$ cat src/rtl/i2c_pkg.sv
// i2c_pkg: shared definitions for the I2C slave transaction controller.
//   - state_e   : transaction FSM encoding (IDLE/ADDR/DATA/IGNORE)
//   - ERR_*     : bit positions inside the 4-bit sticky error vector
//   - *_DEF     : default values for FIFO_DEPTH and TIMEOUT_CYC
//   - sat_inc8  : saturating 8-bit increment used for the byte counter
package i2c_pkg;

  typedef enum logic [1:0] {
    ST_IDLE   = 2'd0,
    ST_ADDR   = 2'd1,
    ST_DATA   = 2'd2,
    ST_IGNORE = 2'd3
  } state_e;

  localparam int ERR_NACK       = 0;
  localparam int ERR_INCOMPLETE = 1;
  localparam int ERR_OVERFLOW   = 2;
  localparam int ERR_TIMEOUT    = 3;

  localparam int FIFO_DEPTH_DEF  = 4;
  localparam int TIMEOUT_CYC_DEF = 65535;

  function automatic logic [7:0] sat_inc8(input logic [7:0] v);
    return (v == 8'hFF) ? v : v + 8'd1;
  endfunction

endpackage

$ cat src/rtl/i2c_byte_fifo.sv
// i2c_byte_fifo: byte FIFO buffering received write data.
// Ports:
//   clk_i, rst_ni   clock / async active-low reset (empties the FIFO)
//   push_i, data_i  write request and byte
//   ready_i         downstream ready; pop = valid_o & ready_i
//   data_o, valid_o head byte (0 when empty) and not-empty flag
//   overflow_o      one-cycle pulse when a push is dropped
// Pointers carry one extra wrap bit so full/empty come straight from the
// registered pointers; valid_o therefore rises the cycle after a push.
module i2c_byte_fifo
  import i2c_pkg::*;
#(
  parameter int DEPTH = FIFO_DEPTH_DEF
) (
  input  logic       clk_i,
  input  logic       rst_ni,
  input  logic       push_i,
  input  logic [7:0] data_i,
  input  logic       ready_i,
  output logic [7:0] data_o,
  output logic       valid_o,
  output logic       overflow_o
);

  localparam int AW = $clog2(DEPTH);

  logic [7:0]  mem_q [DEPTH];
  logic [AW:0] wr_ptr_q, wr_ptr_d, rd_ptr_q, rd_ptr_d;
  logic [AW:0] fill;
  logic        empty, full, pop, push_ok;

  assign fill  = wr_ptr_q - rd_ptr_q;
  assign empty = (wr_ptr_q == rd_ptr_q);
  assign full  = (fill == (AW+1)'(DEPTH));

  // A pop frees a slot in the same cycle, so a push into a full FIFO is
  // accepted when it coincides with a pop. On empty, pop is already 0.
  assign pop        = ~empty & ready_i;
  assign push_ok    = push_i & (~full | pop);
  assign overflow_o = push_i & full & ~pop;

  assign wr_ptr_d = wr_ptr_q + {{AW{1'b0}}, push_ok};
  assign rd_ptr_d = rd_ptr_q + {{AW{1'b0}}, pop};

  always_ff @(posedge clk_i or negedge rst_ni) begin
    if (!rst_ni) begin
      wr_ptr_q <= '0;
      rd_ptr_q <= '0;
    end else begin
      wr_ptr_q <= wr_ptr_d;
      rd_ptr_q <= rd_ptr_d;
    end
  end

  // Storage needs no reset: it is only observed when non-empty.
  always_ff @(posedge clk_i) begin
    if (push_ok) mem_q[wr_ptr_q[AW-1:0]] <= data_i;
  end

  assign valid_o = ~empty;
  assign data_o  = empty ? 8'h00 : mem_q[rd_ptr_q[AW-1:0]];

endmodule

$ cat src/rtl/i2c_xact_ctrl.sv
// i2c_xact_ctrl: I2C slave transaction controller. Consumes receiver event
// strobes, matches the 7-bit address, buffers write data in a FIFO and
// reports frame status.
// Ports:
//   clk_i, rst_ni                 clock / async active-low reset
//   ev_start_i, ev_stop_i         START / STOP strobes (may coincide)
//   ev_byte_i, ev_incomplete_i    byte strobe and partial-byte flag
//   rx_byte_i, rx_ack_i           received byte and 9th bit (1 = NACK)
//   own_addr_i                    static slave address
//   out_data_o/out_valid_o/out_ready_i  buffered write-data stream
//   busy_o, addr_match_o, rw_o, byte_cnt_o, frame_done_o  frame status
//   err_o                         sticky {timeout, overflow, incomplete, nack}
// Optional feature: define I2C_XACT_TIMEOUT_EN to abort a frame that sees
// no event for TIMEOUT_CYC cycles while in ADDR or DATA.
module i2c_xact_ctrl
  import i2c_pkg::*;
#(
  parameter int FIFO_DEPTH  = FIFO_DEPTH_DEF,
  parameter int TIMEOUT_CYC = TIMEOUT_CYC_DEF
) (
  input  logic       clk_i,
  input  logic       rst_ni,
  input  logic       ev_start_i,
  input  logic       ev_stop_i,
  input  logic       ev_byte_i,
  input  logic       ev_incomplete_i,
  input  logic [7:0] rx_byte_i,
  input  logic       rx_ack_i,
  input  logic [6:0] own_addr_i,
  output logic [7:0] out_data_o,
  output logic       out_valid_o,
  input  logic       out_ready_i,
  output logic       busy_o,
  output logic       addr_match_o,
  output logic       rw_o,
  output logic [7:0] byte_cnt_o,
  output logic       frame_done_o,
  output logic [3:0] err_o
);

`ifdef I2C_XACT_TIMEOUT_EN
  localparam int ERR_W = 4;
`else
  localparam int ERR_W = 3;
`endif

  state_e           state_q, state_d;
  logic             am_q, am_d, rw_q, rw_d, fd_q, fd_d;
  logic [7:0]       cnt_q, cnt_d;
  logic [ERR_W-1:0] err_q, err_d;
  logic             push, fifo_ovf;

`ifdef I2C_XACT_TIMEOUT_EN
  localparam int TW = $clog2(TIMEOUT_CYC + 1);
  logic [TW-1:0] tmo_q, tmo_d;
  logic          any_ev, active, tmo_hit;

  assign any_ev  = ev_start_i | ev_stop_i | ev_byte_i;
  assign active  = (state_q == ST_ADDR) | (state_q == ST_DATA);
  // Fires on the TIMEOUT_CYC-th consecutive event-free cycle of a frame.
  assign tmo_hit = active & ~any_ev & (tmo_q == TW'(TIMEOUT_CYC - 1));
  assign tmo_d   = (any_ev | ~active | tmo_hit) ? '0 : tmo_q + TW'(1);

  always_ff @(posedge clk_i or negedge rst_ni) begin
    if (!rst_ni) tmo_q <= '0;
    else         tmo_q <= tmo_d;
  end
`endif

  always_comb begin
    state_d = state_q;
    am_d    = am_q;
    rw_d    = rw_q;
    cnt_d   = cnt_q;
    err_d   = err_q;
    fd_d    = 1'b0;
    push    = 1'b0;
    if (ev_start_i) begin
      // START (incl. repeated START with a coincident STOP) wins over all.
      state_d = ST_ADDR;
      am_d    = 1'b0;
      rw_d    = 1'b0;
      cnt_d   = '0;
      err_d   = '0;
      fd_d    = (state_q == ST_DATA);
    end else begin
      unique case (state_q)
        ST_ADDR: begin
          if (ev_byte_i) begin
            if (ev_incomplete_i) begin
              err_d[ERR_INCOMPLETE] = 1'b1;
              state_d = ST_IGNORE;
            end else if (rx_byte_i[7:1] == own_addr_i) begin
              state_d = ST_DATA;
              am_d    = 1'b1;
              rw_d    = rx_byte_i[0];
            end else begin
              state_d = ST_IGNORE;
            end
          end else if (ev_stop_i) begin
            state_d = ST_IDLE;
          end
        end
        ST_DATA: begin
          if (ev_byte_i) begin
            if (ev_incomplete_i) begin
              err_d[ERR_INCOMPLETE] = 1'b1;
            end else begin
              cnt_d = sat_inc8(cnt_q);
              push  = ~rw_q;
              if (rx_ack_i) err_d[ERR_NACK] = 1'b1;
            end
          end
          if (ev_stop_i) begin
            fd_d    = 1'b1;
            state_d = ST_IDLE;
          end
        end
        ST_IGNORE: if (ev_stop_i) state_d = ST_IDLE;
        default: ;
      endcase
      if (fifo_ovf) err_d[ERR_OVERFLOW] = 1'b1;
`ifdef I2C_XACT_TIMEOUT_EN
      if (tmo_hit) begin
        err_d[ERR_TIMEOUT] = 1'b1;
        state_d = ST_IDLE;
      end
`endif
    end
  end

  always_ff @(posedge clk_i or negedge rst_ni) begin
    if (!rst_ni) begin
      state_q <= ST_IDLE;
      am_q    <= 1'b0;
      rw_q    <= 1'b0;
      cnt_q   <= '0;
      err_q   <= '0;
      fd_q    <= 1'b0;
    end else begin
      state_q <= state_d;
      am_q    <= am_d;
      rw_q    <= rw_d;
      cnt_q   <= cnt_d;
      err_q   <= err_d;
      fd_q    <= fd_d;
    end
  end

  i2c_byte_fifo #(.DEPTH(FIFO_DEPTH)) u_fifo (
    .clk_i      (clk_i),
    .rst_ni     (rst_ni),
    .push_i     (push),
    .data_i     (rx_byte_i),
    .ready_i    (out_ready_i),
    .data_o     (out_data_o),
    .valid_o    (out_valid_o),
    .overflow_o (fifo_ovf)
  );

  assign busy_o       = (state_q != ST_IDLE);
  assign addr_match_o = am_q;
  assign rw_o         = rw_q;
  assign byte_cnt_o   = cnt_q;
  assign frame_done_o = fd_q;
`ifdef I2C_XACT_TIMEOUT_EN
  assign err_o = err_q;
`else
  assign err_o = {1'b0, err_q};
`endif

endmodule

$ cat config.mk
export PLATFORM = sky130hd
export DESIGN_NAME = i2c_xact_ctrl
export DESIGN_NICKNAME = d
export VERILOG_FILES = /design/src/rtl/i2c_pkg.sv /design/src/rtl/i2c_byte_fifo.sv /design/src/rtl/i2c_xact_ctrl.sv
export SDC_FILE = /design/constraint.sdc
export NUM_CORES = 1
export LEC_CHECK = 0
export ABC_AREA = 1
export CAP_MARGIN = 20
export CORE_MARGIN = 5
export CORE_UTILIZATION = 60
export CTS_CLUSTER_DIAMETER = 80
export DETAILED_ROUTE_END_ITERATION = 8
export DONT_BUFFER_PORTS = 1
export PLACE_DENSITY_LB_ADDON = 0.05
export SLEW_MARGIN = 20
export SYNTH_ARGS = -nofsm -noshare
export SYNTH_HDL_FRONTEND = slang
export SYNTH_SLANG_ARGS = --single-unit
$ cat constraint.sdc
create_clock -name clk_i -period 3.9 [get_ports clk_i]
set_input_delay 0.975 -clock clk_i [delete_from_list [all_inputs] [get_ports clk_i]]
set_output_delay 0.975 -clock clk_i [all_outputs]
set_load 0.005 [all_outputs]
[Word-level counts from Yosys, hierarchy flattened]
Memories as Yosys holds them, arrays and structs flattened.
Cells that the tools add are included.
Word-level totals
  bits in writable memories: 32
  register bits after elaboration: 22
  memories kept: 1
Operators by class
  bitwise gates (word level): 9
  muxes and demuxes: 40
  add/sub/neg operators: 4
  reductions and logical operators: 14
  equal/unequal tests: 11
Memory list
  u_fifo.mem_q: words 4, bits a word 8, read ports 1, clocked after memory_dff 0, write ports 1, line i2c_byte_fifo.sv:27  | logic [7:0] mem_q [DEPTH];
Operators with widths (number)
  8-bit two-way mux: 6
  1-bit two-way mux: 27
  2-bit nonzero test: 7
  4-bit AND reduction: 3
  8-bit by 1-bit adder with 8-bit output, second input constant: 1
  8-bit == test, second input constant: 1
  2-bit two-way mux: 4
  7-bit == test: 1
  3-bit by 1-bit adder with 3-bit output: 2
  3-bit != test, second input constant: 2
  3-bit nonzero test: 2
  1-bit bitwise AND: 4
  2-bit == test, second input constant: 2
  2-bit != test, second input constant: 2
  1-bit inverter: 4
  2-bit case mux with 2 select lines: 1
  3-bit == test: 1
  3-bit == test, second input constant: 1
  3-bit two-way mux: 1
  3-bit AND reduction: 1
  3-bit subtractor: 1
  2-bit by 1-bit == test with 1-bit output, second input constant: 1
  1-bit case mux with 2 select lines: 1
  2-bit OR reduction: 1
  1-bit OR: 1

[Logic depth before layout (Yosys ltp)]
  depth after elaboration: 9
  depth in mapped cells: 9

[Cells and area by module]
From an unflattened synthesis, not the netlist that was laid out.
Unflattened totals
  cell total of the unflattened synthesis: 304
  area, all modules: 2720.1 um^2
Modules (own cells, without submodules)
  i2c_byte_fifo: area an instance 1656.6 um^2, instances 1, cells each 145
  i2c_xact_ctrl: area an instance 1063.5 um^2, instances 1, cells each 159

[Least setup slack after synthesis]
No wires, ideal clock.
  path type: register to output
  start point: reg u_fifo.rd_ptr_q[1]
  end point: out out_valid_o
  slack: 1494 ps
  data arrival time: 1431 ps
  cell stages (with the launch flop): 7
  path buffers: 1
  cell sequence: dfrtp_1 -> buf_2 -> clkinv_1 -> ha_1 -> nand2_1 -> nor2_2 -> inv_1
On the way
  longest elaborated chain between the ends: 2
Ends and longest elaborated chain
  start, declared: line i2c_byte_fifo.sv:28  | logic [AW:0] wr_ptr_q, wr_ptr_d, rd_ptr_q, rd_ptr_d;
  start signal, assigned: line i2c_byte_fifo.sv:51  | rd_ptr_q <= rd_ptr_d;
  3-bit == test: line i2c_byte_fifo.sv:33  | assign empty = (wr_ptr_q == rd_ptr_q);
  1-bit inverter: line i2c_byte_fifo.sv:60  | assign valid_o = ~empty;
  end, declared: line i2c_xact_ctrl.sv:31  | output logic out_valid_o,
Every way passes these cells.

[Final worst setup path]
  start point: reg u_fifo.rd_ptr_q[1]
  end point: out out_data_o[3]
On the way
  longest elaborated chain between the ends: 2
Ends and longest elaborated chain
  memory read 4 x 8 bit / 3-bit == test (equally long branches)
  8-bit two-way mux (*): line i2c_byte_fifo.sv:61  | assign data_o = empty ? 8'h00 : mem_q[rd_ptr_q[AW-1:0]];
  end, declared: line i2c_xact_ctrl.sv:30  | output logic [7:0] out_data_o,
Every way passes the cells marked *; elsewhere a longest branch is shown, timed or not.

==> summary.txt <==
Synthesis
  – Post-Syn Area: about 0.0026 mm2
  – Area contributors post-synth: edfxtp_1 37%, dfrtp_1 21%, nor2_1 7.3%, nand2_1 5.4%, o21ai_0 3.9%
  – List of most frequent post-synthesis cells: 50 x nor2_1, 37 x nand2_1, 32 x edfxtp_1, 24 x inv_1, 22 x dfrtp_1
  – Syn Inst Count: 263
  – Yosys cell types: 33
  – Post-synth top area share: 37.5%
  – Mapped Avg Cell Area: between 9 and 10 um2
  – Primary FF master, synth: edfxtp_1
  – Yosys top cell by area: edfxtp_1
  – Asr flop ratio synth: 40.7%
  – Number of synthesized flops with an enable pin: 32
  – Yosys warning total: 0
  – Seq cells post-synth: 54
  – Count leader, synth: nor2_1
  – Syn_nets: 293
  – Post-synthesis sequential area ratio: approximately three fifths

Critical path
  – Crit start category: flip-flop
  – Critical path arrival: 2.13 ns
  – R2R cell count: 7
  – Maximum fanout along the worst path: 10
  – Crit end category: output port
  – Required @ worst endpoint: around 2.9 ns
  – Critical path class: reg -> out

Timing
  – Final hold violations: 0
  – Max Freq: approximately 320 MHz
  – Setup violators final: 0
  – Unrepaired setup endpoints after global routing: false
  – Slew at the pin with the worst max-slew slack: 0.755 ns
  – Max transition margin: between 40% and 50%
  – Tmin final: between 3 and 4 ns
  – Tcrit/Tclk final: about four fifths
  – Setup TNS: 0 ns
  – Clock Skew: just over 0.008 ns
  – Fin. max-slew vios: 0

Status
  – Outcome: finished clean

GRT
  – Vias in the first global route: 1,633
  – Global route overflow: 0
  – Pin count of the biggest net entering global routing: 23
  – All-layer global routing usage: between 10% and 20%
  – First-pass GRT wire length: roughly 7500 um
  – Antenna violations before repair: 0

Routing
  – Avg WL per Cell: between 10 and 15 um
  – Pre-Repair DR Iteration Count: 4
  – Vias: ~1,700
  – Remaining routing DRC violations: 0
  – Routed Antenna Nets: 0
  – WL final: approximately 4600 um
  – Vias per inst: ~5.3
  – Initial DRC Count: 131

Clocking
  – Clk sink count: 54
  – Root Buffer Master: clkbuf_8
  – TritonCTS clock tree: built
  – Clock Latency Late Sink: approximately 0.3 ns
  – Hold_buf cts: 0
  – H-tree levels: 2
  – Buffer levels on the longest clock path: 2
  – Post-CTS setup buffers: 0
  – Worst-path clk slew: approximately 0.10 ns
  – TritonCTS Buffers: 5
  – CTS-repair resized insts: 0

Floorplanning
  – Starting Density: 63.2%
  – Die area: approximately 0.0057 mm2
  – Total core area: about 0.0041 mm2
  – IO Count: 48
  – Horiz. Die Dim: 75.4 um
  – Chip height: about 75 um
  – Num rows: 23

Placement
  – RD Place Congestion: 0.757
  – HPWL after DPL: around 3400 um
  – Port Buffers: 0

Final layout
  – Layout Utilization: roughly two thirds
  – Nets@finish: just under 300
  – Area Overhead vs Synth: 5.22%
  – Share of cells above drive strength 1: a little under a tenth
  – # diodes: 0

Pwr
  – Static Leak: 1.12 nW
  – Peak VDD IR: approximately 0.24 mV
  – Power per cell area: 521 mW/mm2
  – Power, Total: between 1 and 1.5 mW

Hold path
  – Hold Path Class: in -> async

Flow run
  – Total of max-cap violations: 0
[critical path, cell delays in order, from the launching register on]
cell and delay (ns):
dfrtp_1 0.57, clkinv_1 0.31, ha_1 0.38, nand2_1 0.07, nor2_2 0.37, a21oi_1 0.12
[routing by layer]
metal	vias to the layer above	GRT usage, %	wire length (um)
met5	-	0	0
met4	0	4.66	41
met3	5	5.28	455
met2	60	28.9	2110
met1	738	24.1	1960
li1	866	-	-
[final timing paths]
kind,from,end,slack [ns]
max in group asynchronous,rst_ni,byte_cnt_o[5],3.47
setup / recovery,u_fifo.rd_ptr_q[1],out_data_o[3],0.79
setup reg to reg,u_fifo.rd_ptr_q[1],u_fifo.mem_q[1][2],1.18
hold reg to reg,u_fifo.wr_ptr_q[2],u_fifo.wr_ptr_q[2],0.49
min in group clk_i,u_fifo.wr_ptr_q[2],u_fifo.wr_ptr_q[2],0.49
hold / removal,rst_ni,u_fifo.wr_ptr_q[1],0.35
[sequential cells by signal (all words and copies together), names as in the netlist]
name,count
state_q,2
frame_done_o,1
rw_o,1
byte_cnt_o,8
u_fifo.wr_ptr_q,3
u_fifo.mem_q,32
u_fifo.rd_ptr_q,3
err_q,3
addr_match_o,1
[placed cells by master, fill, tap and decap left out, types with 2 or more instances in the layout]
master     n
nand4_1    2
dfrtp_1   22
nor2_1    50
xor2_1     2
ha_1       7
nand2_1   37
a31o_2     2
inv_1     24
a21oi_1   14
edfxtp_1  32
clkbuf_8   5
o21ai_2    3
o21ai_1    5
xnor2_1    6
inv_2      5
o21ai_0   20
nand3_1   11
nor3_1     2
[layout make-up]
cell class              count  area, um2
flip-flops and latches     54       1510
clock inverters             3       47.5
fillers                   335       1360
well taps                  50       62.6
multi-input cells         172        895
inverters                  30        113
clock buffers               5       68.8
[metrics by stage]
stage	worst slack (ns)	cells	instance area (um2)	hold slack (ns)
3_3_place_gp	1.17	306	2580	0.475
3_5_place_dp	1.13	306	2580	0.480
6_report	0.791	314	2700	0.351
2_1_floorplan	1.49	263	2560	0.462
4_1_cts	0.783	314	2700	0.344
5_1_grt	0.602	314	2700	0.334
[power by group]
part / total [mW] / internal, mW / switching [mW]
clock network: 0.375 / 0.195 / 0.180
logic: 0.328 / 0.123 / 0.205
registers: 0.702 / 0.635 / 0.0666
[kinds of logic (layout without fill, tap and decap cells)]
family                     after synthesis  after routing  share of synthesized area [%]
other                                    1              1                          0.146
buffers and inverters                   37             38                           6.15
AOI/OAI and AO/OA                       47             47                           10.5
DFF                                     54             54                           59.0
adders and majority gates                7              7                           3.42
and+or+nand+nor                        109            109                           18.1
xor gates and xnor gates                 8              8                           2.73
No activity file was read; power rests on OpenSTA's default activity.
